<file path="src/rtl/ps2_pkg.sv">
// Shared definitions for the PS/2 mouse host: FSM states, odd parity and the
// fixed configuration command/response table.
package ps2_pkg;

    localparam int unsigned TMR_W     = 27;
    localparam int unsigned BIT_CNT_W = 4;
    localparam int unsigned STEP_W    = 3;
    localparam int unsigned RESP_W    = 2;

    localparam logic [STEP_W-1:0] LAST_STEP = STEP_W'(3);

    localparam logic [7:0] ACK_BYTE       = 8'hFA;
    localparam logic [7:0] RESEND_BYTE    = 8'hFE;
    localparam logic [7:0] BAT_OK_BYTE    = 8'hAA;
    localparam logic [7:0] DEVICE_ID_BYTE = 8'h00;

    localparam logic [7:0] CMD_RESET    = 8'hFF;
    localparam logic [7:0] CMD_SET_RATE = 8'hF3;
    localparam logic [7:0] CMD_RATE_100 = 8'h64;
    localparam logic [7:0] CMD_ENABLE   = 8'hF4;

    typedef enum logic [3:0] {
        ST_IDLE,
        ST_INHIBIT,
        ST_RTS,
        ST_TX_BITS,
        ST_TX_ACK,
        ST_RX_WAIT,
        ST_RX_BITS,
        ST_CHECK,
        ST_NEXT,
        ST_DONE,
        ST_FAIL
    } state_t;

    function automatic logic odd_parity(input logic [7:0] b);
        return ~^b;
    endfunction

    function automatic logic [7:0] step_cmd(input logic [STEP_W-1:0] step);
        case (step)
            STEP_W'(0): return CMD_RESET;
            STEP_W'(1): return CMD_SET_RATE;
            STEP_W'(2): return CMD_RATE_100;
            default:    return CMD_ENABLE;
        endcase
    endfunction

    // Only the reset command answers with more than the ACK (ACK, BAT result, ID).
    function automatic logic [RESP_W-1:0] step_resp_cnt(input logic [STEP_W-1:0] step);
        return (step == STEP_W'(0)) ? RESP_W'(3) : RESP_W'(1);
    endfunction

    function automatic logic [7:0] step_resp(input logic [STEP_W-1:0] step,
                                             input logic [RESP_W-1:0] idx);
        if (step != STEP_W'(0)) return ACK_BYTE;
        case (idx)
            RESP_W'(0): return ACK_BYTE;
            RESP_W'(1): return BAT_OK_BYTE;
            default:    return DEVICE_ID_BYTE;
        endcase
    endfunction

endpackage

</file>
<file path="src/rtl/ps2_line_sync.sv">
// Synchronizes the raw PS/2 clock/data lines and flags device clock falling edges.
module ps2_line_sync (
    input  logic clk,
    input  logic rst,
    input  logic ps2c_in,
    input  logic ps2d_in,
    output logic clk_fall_c,
    output logic data_sync
);

    logic c_meta;
    logic c_sync;
    logic c_prev;
    logic d_meta;

    // Idle-high reset values so leaving reset never fakes a falling edge.
    always_ff @(posedge clk) begin
        if (!rst) begin
            c_meta    <= 1'b1;
            c_sync    <= 1'b1;
            c_prev    <= 1'b1;
            d_meta    <= 1'b1;
            data_sync <= 1'b1;
        end else begin
            c_meta    <= ps2c_in;
            c_sync    <= c_meta;
            c_prev    <= c_sync;
            d_meta    <= ps2d_in;
            data_sync <= d_meta;
        end
    end

    assign clk_fall_c = c_prev & ~c_sync;

endmodule

</file>
<file path="src/rtl/ps2_mouse_init.sv">
// PS/2 mouse configuration controller: sends FF, F3, 64, F4 with response
// checking and retries, then hands the lines to the packet decoder via ready.
module ps2_mouse_init
    import ps2_pkg::*;
#(
    parameter int unsigned INHIBIT_CYCLES = 10000,
    parameter int unsigned BIT_TIMEOUT    = 200000,
    parameter int unsigned RESP_TIMEOUT   = 60000000,
    parameter int unsigned MAX_RETRY      = 3
) (
    input  logic       clk,
    input  logic       rst,
    input  logic       start,
    input  logic       ps2c_in,
    input  logic       ps2d_in,
    output logic       ps2c_oe,
    output logic       ps2d_oe,
    output logic       busy,
    output logic       ready,
    output logic       fail,
    output logic [1:0] retry_cnt
);

    state_t                state;
    logic [TMR_W-1:0]      timer;
    logic [BIT_CNT_W-1:0]  bit_cnt;
    logic [STEP_W-1:0]     step;
    logic [RESP_W-1:0]     resp_idx;
    logic [9:0]            tx_shift;
    logic [7:0]            rx_byte;
    logic                  rx_par;
    logic                  rx_stop;

    logic                  clk_fall_c;
    logic                  data_s;
    logic [TMR_W-1:0]      tmr_limit_c;
    logic [7:0]            cmd_c;
    logic                  line_active_c;
    logic                  timeout_c;
    logic                  frame_ok_c;
    logic                  byte_ok_c;
    logic                  resend_c;
    logic                  check_bad_c;
    logic                  err_c;
    logic                  abort_c;
    logic                  retry_left_c;

    ps2_line_sync u_sync (
        .clk        (clk),
        .rst        (rst),
        .ps2c_in    (ps2c_in),
        .ps2d_in    (ps2d_in),
        .clk_fall_c (clk_fall_c),
        .data_sync  (data_s)
    );

    // The first device clock of a command may come late, so it shares the response bound.
    always_comb begin
        tmr_limit_c = TMR_W'(BIT_TIMEOUT - 1);
        if (state == ST_RX_WAIT || (state == ST_TX_BITS && bit_cnt == BIT_CNT_W'(0)))
            tmr_limit_c = TMR_W'(RESP_TIMEOUT - 1);
    end

    always_comb begin
        cmd_c         = step_cmd(step);
        line_active_c = state inside {ST_TX_BITS, ST_TX_ACK, ST_RX_WAIT, ST_RX_BITS};
        timeout_c     = line_active_c && !clk_fall_c && (timer == tmr_limit_c);
        frame_ok_c    = rx_stop && (rx_par == odd_parity(rx_byte));
        byte_ok_c     = frame_ok_c && (rx_byte == step_resp(step, resp_idx));
        resend_c      = frame_ok_c && (resp_idx == RESP_W'(0)) && (rx_byte == RESEND_BYTE);
        check_bad_c   = (state == ST_CHECK) && !byte_ok_c;
        err_c         = timeout_c
                     || (state == ST_TX_ACK && clk_fall_c && data_s)
                     || (check_bad_c && !resend_c);
        abort_c       = err_c || check_bad_c;
        retry_left_c  = (retry_cnt != 2'(MAX_RETRY));
    end

    always_ff @(posedge clk) begin
        if (!rst) begin
            state     <= ST_IDLE;
            ps2c_oe   <= 1'b0;
            ps2d_oe   <= 1'b0;
            busy      <= 1'b0;
            ready     <= 1'b0;
            fail      <= 1'b0;
            retry_cnt <= 2'd0;
            timer     <= '0;
            bit_cnt   <= '0;
            step      <= '0;
            resp_idx  <= '0;
            tx_shift  <= '0;
            rx_byte   <= '0;
            rx_par    <= 1'b0;
            rx_stop   <= 1'b0;
        end else begin
            timer <= timer + TMR_W'(1);
            if (line_active_c && clk_fall_c)
                timer <= '0;

            case (state)
                ST_IDLE: begin
                    state   <= ST_INHIBIT;
                    busy    <= 1'b1;
                    ps2c_oe <= 1'b1;
                    timer   <= '0;
                end

                // Last inhibit cycle overlaps the start bit in RTS.
                ST_INHIBIT: begin
                    if (timer == TMR_W'(INHIBIT_CYCLES - 2)) begin
                        state   <= ST_RTS;
                        ps2d_oe <= 1'b1;
                        timer   <= '0;
                    end
                end

                ST_RTS: begin
                    state    <= ST_TX_BITS;
                    ps2c_oe  <= 1'b0;
                    tx_shift <= {1'b1, odd_parity(cmd_c), cmd_c};
                    bit_cnt  <= '0;
                    timer    <= '0;
                end

                ST_TX_BITS: begin
                    if (clk_fall_c) begin
                        ps2d_oe  <= ~tx_shift[0];
                        tx_shift <= {1'b1, tx_shift[9:1]};
                        bit_cnt  <= bit_cnt + BIT_CNT_W'(1);
                        if (bit_cnt == BIT_CNT_W'(9)) begin
                            state <= ST_TX_ACK;
                            timer <= '0;
                        end
                    end
                end

                ST_TX_ACK: begin
                    if (clk_fall_c && !data_s) begin
                        state    <= ST_RX_WAIT;
                        resp_idx <= '0;
                        timer    <= '0;
                    end
                end

                ST_RX_WAIT: begin
                    if (clk_fall_c && !data_s) begin
                        state   <= ST_RX_BITS;
                        bit_cnt <= '0;
                        timer   <= '0;
                    end
                end

                ST_RX_BITS: begin
                    if (clk_fall_c) begin
                        bit_cnt <= bit_cnt + BIT_CNT_W'(1);
                        if (bit_cnt < BIT_CNT_W'(8)) begin
                            rx_byte <= {data_s, rx_byte[7:1]};
                        end else if (bit_cnt == BIT_CNT_W'(8)) begin
                            rx_par <= data_s;
                        end else begin
                            rx_stop <= data_s;
                            state   <= ST_CHECK;
                            timer   <= '0;
                        end
                    end
                end

                ST_CHECK: begin
                    if (byte_ok_c)
                        state <= ST_NEXT;
                end

                ST_NEXT: begin
                    timer <= '0;
                    if (resp_idx != step_resp_cnt(step) - RESP_W'(1)) begin
                        resp_idx <= resp_idx + RESP_W'(1);
                        state    <= ST_RX_WAIT;
                    end else if (step == LAST_STEP) begin
                        state <= ST_DONE;
                        ready <= 1'b1;
                        busy  <= 1'b0;
                    end else begin
                        step     <= step + STEP_W'(1);
                        resp_idx <= '0;
                        state    <= ST_INHIBIT;
                        ps2c_oe  <= 1'b1;
                        ps2d_oe  <= 1'b0;
                    end
                end

                ST_DONE, ST_FAIL: begin
                    if (start) begin
                        state     <= ST_INHIBIT;
                        step      <= '0;
                        resp_idx  <= '0;
                        retry_cnt <= 2'd0;
                        fail      <= 1'b0;
                        ready     <= 1'b0;
                        busy      <= 1'b1;
                        ps2c_oe   <= 1'b1;
                        ps2d_oe   <= 1'b0;
                        timer     <= '0;
                    end
                end

                default: state <= ST_IDLE;
            endcase

            // Errors restart from the reset command; a resend repeats the current one.
            if (abort_c) begin
                timer    <= '0;
                resp_idx <= '0;
                if (!retry_left_c) begin
                    state   <= ST_FAIL;
                    fail    <= 1'b1;
                    busy    <= 1'b0;
                    ps2c_oe <= 1'b0;
                    ps2d_oe <= 1'b0;
                end else begin
                    state     <= ST_INHIBIT;
                    ps2c_oe   <= 1'b1;
                    ps2d_oe   <= 1'b0;
                    retry_cnt <= retry_cnt + 2'd1;
                    if (err_c)
                        step <= '0;
                end
            end
        end
    end

endmodule
</file>
<file path="config.mk">
export PLATFORM = sky130hd
export DESIGN_NAME = ps2_mouse_init
export DESIGN_NICKNAME = d
export VERILOG_FILES = /design/src/rtl/ps2_pkg.sv /design/src/rtl/ps2_line_sync.sv /design/src/rtl/ps2_mouse_init.sv
export SDC_FILE = /design/constraint.sdc
export NUM_CORES = 1
export LEC_CHECK = 0
export CORE_ASPECT_RATIO = 1.2
export CORE_MARGIN = 1.5
export CORE_UTILIZATION = 45
export CTS_BUF_LIST = sky130_fd_sc_hd__clkbuf_2
export DETAILED_ROUTE_END_ITERATION = 10
export SYNTH_ARGS = -nofsm -noshare
export SYNTH_HDL_FRONTEND = slang
export SYNTH_SLANG_ARGS = --single-unit
</file>
<file path="constraint.sdc">
create_clock -name clk -period 5.55 [get_ports clk]
set_input_delay 1.11 -clock clk [delete_from_list [all_inputs] [get_ports clk]]
set_output_delay 1.11 -clock clk [all_outputs]
set_load 0.01 [all_outputs]
</file>
Word level (Yosys, flattened, before mapping)
Index checks and enable logic that the tools add are counted.

storage, ports and cells
  register bits = 72
  logic and storage cells = 206

operators by class
  multiplexer cells = 78
  bitwise operators = 6
  add/subtract/negate cells = 6
  equality and inequality tests = 45
  magnitude comparators = 1
  reduce and logical (&&, ||, !) cells = 50

operators with widths
  operator                 count
  $mux W27                 9
  $pmux W27 S6             1
  $mux W4                  16
  $pmux W4 S10             1
  $ne A3 B3 Y1 const B     10
  $add A27 B1 Y27 const B  1
  $eq A27 B14 Y1 const B   1
  $eq A27 B27 Y1           1
  $mux W26                 1
  $pmux W8 S3              1
  $mux W1                  22
  $eq A4 B4 Y1 const B     5
  $pmux W10 S2             1
  $reduce_and A4 Y1        5
  $mux W2                  9
  $mux W3                  6
  $eq A4 B3 Y1 const B     4
  $mux W8                  2
  $pmux W8 S2              1
  $reduce_xnor A8 Y1       2
  $ne A2 B2 Y1 const B     7
  $logic_and A1 B1 Y1      13
  $pmux W4 S3              1
  $mux W10                 1
  other kinds (38)         65

Logic depth before layout (Yosys ltp)
  word-level depth = 12
  mapped depth = 9
  mapped depth without buffers = 8

Cells and area by module
Synthesis repeated with hierarchy kept, for this count alone.

second synthesis, totals
  cells, all modules = 477
  area, all modules = 4000.1 sq um

by module, submodules not included
  module          area an instance (sq um)  sequential area each (sq um)  cells an instance  times used
  ps2_mouse_init  3862.5                    1341.3                        466                1
  ps2_line_sync   137.6                     100.1                         11                 1

Worst setup path after synthesis
Ideal clock, no wire load.

  path kind = input -> register
  from = input start
  to = register timer[18]
  buffers on the path = 1
  slack = 3.303 ns
  data arrival time = 2.130 ns
  setup time = 0.116 ns
  stages on the path = 6
  path through = nor3_2 > a221oi_4 > o211ai_4 > o22ai_4 > buf_8 > nor3_2

on the way
  longest elaborated chain between the ends = 2

RTL lines
  what                    RTL line               text
  start: declaration      ps2_mouse_init.sv:13   input logic start,
  $mux W27                ps2_mouse_init.sv:193  if (start) begin
  $pmux W27 S6            ps2_mouse_init.sv:101  case (state)
  end signal: assignment  ps2_mouse_init.sv:97   timer <= timer + TMR_W'(1);
  end: declaration        ps2_mouse_init.sv:25   logic [TMR_W-1:0] timer;

Every way passes these cells.
A chain may end at the register's enable or synchronous reset.

Worst setup path after layout
  from = register state[0]
  to = register timer[24]

on the way
  longest elaborated chain between the ends = 10
  elaborated cells between the ends (all ways) = 40
  those cells by class = eq/ne (11); mux (11); reduce/logical (18)

RTL lines
  what                               RTL line                                                           text
  start: declaration                 ps2_mouse_init.sv:24                                               state_t state;
  start signal: assignment           ps2_mouse_init.sv:81                                               state <= ST_IDLE;
  start signal: assignment           ps2_mouse_init.sv:103                                              state <= ST_INHIBIT;
  start signal: assignment           ps2_mouse_init.sv:112                                              state <= ST_RTS;
  $eq A4 B2 Y1                       ps2_mouse_init.sv:60, ps2_mouse_init.sv:66, ps2_mouse_init.sv:101
  $logic_and A1 B1 Y1                ps2_mouse_init.sv:60                                               if (state == ST_RX_WAIT || (state == ST_TX_BITS && bit_cnt == BIT_CNT_W'(0)))
  $logic_or A1 B1 Y1                 ps2_mouse_init.sv:60
  $mux W26                           ps2_mouse_init.sv:60
  $eq A27 B27 Y1                     ps2_mouse_init.sv:67                                               timeout_c = line_active_c && !clk_fall_c && (timer == tmr_limit_c);
  $logic_and A1 B1 Y1                ps2_mouse_init.sv:67
  $logic_or A1 B1 Y1                 ps2_mouse_init.sv:73                                               || (state == ST_TX_ACK && clk_fall_c && data_s)
  $logic_or A1 B1 Y1                 ps2_mouse_init.sv:74                                               || (check_bad_c && !resend_c);
  $logic_or A1 B1 Y1                 ps2_mouse_init.sv:75                                               abort_c = err_c || check_bad_c;
  $reduce_or A2 Y1 (no source line)  -

Several ways; a longest one is shown, not always the timed one.

==> flow_summary.toml <==
[floorplanning]
start_util_pct = 46.1
core-area_um2 = 9030
fp.dieH_um = 108
ioPinCount = 12
die_w_um = 90.8
num_rows = 38
dieArea_um2 = 9840

[timing]
hold_violations = 0
final_max_slew_viol_count = 0
period_minus_slack_ns = 3.02
tns_ns = 0
setup-violations-final = 0
slew_headroom_pct = 24.2
finalWorstSetupSlack_ns = 2.53
tightest_slew_ns = 1.13
fmax_mhz = 331
rsz0062_at_grt = "no"
fin_skew_ns = 0.0255
fin_crit_sh_pct = 54.5

[cells_and_area]
drive_above_1_share_pct = 13.9
final_common_cell = "dfxtp_1"
final_cell_mix = "dfxtp_1, nor2_1, nor3_2"
diodes = 0
num-nets-final = 475
area_growth_syn_to_layout_pct = 6.64
n_fill_cell = 863
final_cells = 579

[place]
dp_hpwl_um = 6340
place_congestion = 0.897
pre_cts_ws_ns = 2.09
port_buffers = 11
dp.cells = 563

[detailed_routing]
drc = 0
drtAntennaViolNets = 0
drtIter0Drc = 198
num_vias = 3228
drt-total-wl_um = 8800
routedWlPerCell_um = 15.2
viasPerCell = 5.58
drtPass1Iterations = 4

[synthesis]
synth-xor-area-share_pct = 7.45
muxShareOfSynthArea_pct = 3.88
avgSynthCellArea_um2 = 9.19
netlist_area_um2 = 4160
synth-compound-area-share_pct = 13.2
async_reset_ff_share_pct = 0
yosys.area_share.simple_pct = 30.7
synth_top_family_by_area = "simple AND/OR/NAND/NOR gates"
ys.flop_type = "dfxtp_1"
ys_seq_area_share_pct = 34.6
yosys.area_share.adder_pct = 5.05
ys_ff_latch = 72
ys_types = 74
synthCells = 453
synth_fp_nets = 474
synth_edf_count = 0
synth_warnings = 0

[worst_hold_path]
hold_path_class = "reg -> reg"

[clocking]
clkLatencyLatePin_ns = 0.53
cts.path.max_buffers = 2
clock_sinks = 72
cts_tree = "built"
cts_setup_buffers = 0
cts_root_buf = "clkbuf_2"
cts_resized = 0
ctsHoldBuffers = 0
cts_made_buffers = 9
clkTransAtPathRegs_ns = 0.22
htreeDepth = 3

[worst_setup_path]
path_max_fanout = 31
cp_num_buf_inv = 0
crit_required_ns = 6.00
critPathSlowestCell = "dfxtp_1"
crit_path_cell_trace = "nand4bb_1 -> o32ai_2 -> mux2i_1 -> a21oi_4 -> nand3_4 -> nor3_2"
max_stage_delay_ns = 0.86
worstPathArrival_ns = 3.47
start_kind = "register"
crit_type = "reg -> reg"
cp-end-kind = "register"
cp_top_family = "simple AND/OR/NAND/NOR gates"

[grt]
grt_pass1_vias = 3141
grt.busiest_layer = "met2"
grt_max_degree = 32
globalRouteMet3Util_pct = 3.73
grtUsageMet1_pct = 22.2
grt_pass1_wl_um = 15000
grt_overflow_total = 0
grt_usage_pct = 19.0
grt_antenna_before_repair = 0
gr-usage-met2_pct = 34.7

[outcome]
status = "completed"

[flow_run]
maxCapViolations = 0

[power_and_ir_drop]
power_leakage_nw = 1.47
ir_worst_vdd_mv = 0.130
power_density_nw_per_um2 = 299
synth_stat cells, drive strengths merged (2+ instances only):
cell     count  area [um2]
a211o        2        17.5
a211oi       5        47.5
a21boi       2        15.0
a21oi       20         115
a22oi        3        22.5
a311oi       2        17.5
a31oi        2        12.5
and2         6        38.8
and3         6        37.5
and4         2        17.5
buf         14         123
clkbuf       7        26.3
dfxtp       72        1440
ha          16         200
inv         16        60.1
mux2i       15         150
nand2       20        75.1
nand2b      15         101
nand3       23         128
nand4       10        62.6
nand4bb      2        22.5
nor2        47         179
nor2b        5        31.3
nor3        49         380
nor3b        2        15.0
nor4         7        56.3
nor4b        4        41.3
o2111ai      3        26.3
o211ai       4        43.8
o21ai        8        40.0
o31ai        2        20.0
or3          6        37.5
or4          2        15.0
xnor2       19         174
xor2        13         114
kinds of logic (layout without fill, tap and decap cells):
group | after synthesis | in the layout
XOR/XNOR | 33 | 33
multiplexers | 16 | 16
AND/OR/NAND/NOR | 210 | 210
flip-flops | 72 | 72
adder cells (fa/ha/maj) | 17 | 17
AO/OA/AOI/OAI | 67 | 67
buffers and inverters | 38 | 44
stage by stage:
stage                     power, mW  hold slack, ns  util [%]  instance area, um2
after global placement        0.946           0.404      47.3                4270
after global routing           1.40           0.469      49.1                4440
after detailed placement      0.948           0.394      47.3                4270
after floorplan               0.912           0.386         -                4160
after CTS                      1.34           0.434      49.1                4440
final                          1.33           0.445      49.1                4440
state kept, by name, summed over array words and instances (netlist names), 2 cells and up:
signal     count
resp_idx       2
bit_cnt        4
rx_byte        8
timer         27
step           3
tx_shift      10
state          4
retry_cnt      2
where the power goes:
group,switching (mW),internal (mW)
registers,0.0597,0.552
clock network,0.194,0.195
logic,0.205,0.121
routing by layer:
metal / share of wire (%) / wire length, um
met5: 0 / 0
met4: 1.2 / 109
met3: 3.0 / 261
met2: 52 / 4550
met1: 44 / 3880
final cells by class:
type                       count  area (um2)  area share (%)
sequential                    72        1440            32.5
tap                          120         150            3.38
timing repair buffer          11         110            2.48
multi-input combinational    343        2510            56.5
clock buffer                   9        45.0            1.01
clock inverter                 7         120            2.71
inverter                      17        63.8            1.44
final timing paths:
check	slack (ns)	depth (start not counted)	from	endpoint
max	2.53	6	state[0]$_SDFFE_PN0P_	timer[24]$_SDFF_PP0_
min	0.45	1	u_sync.c_sync$_SDFF_PN1_	u_sync.c_prev$_SDFF_PN1_
max reg2reg	2.53	6	state[0]$_SDFFE_PN0P_	timer[24]$_SDFF_PP0_
min reg2reg	0.45	1	u_sync.c_sync$_SDFF_PN1_	u_sync.c_prev$_SDFF_PN1_
Note: power is estimated with default switching activity, not from simulation.
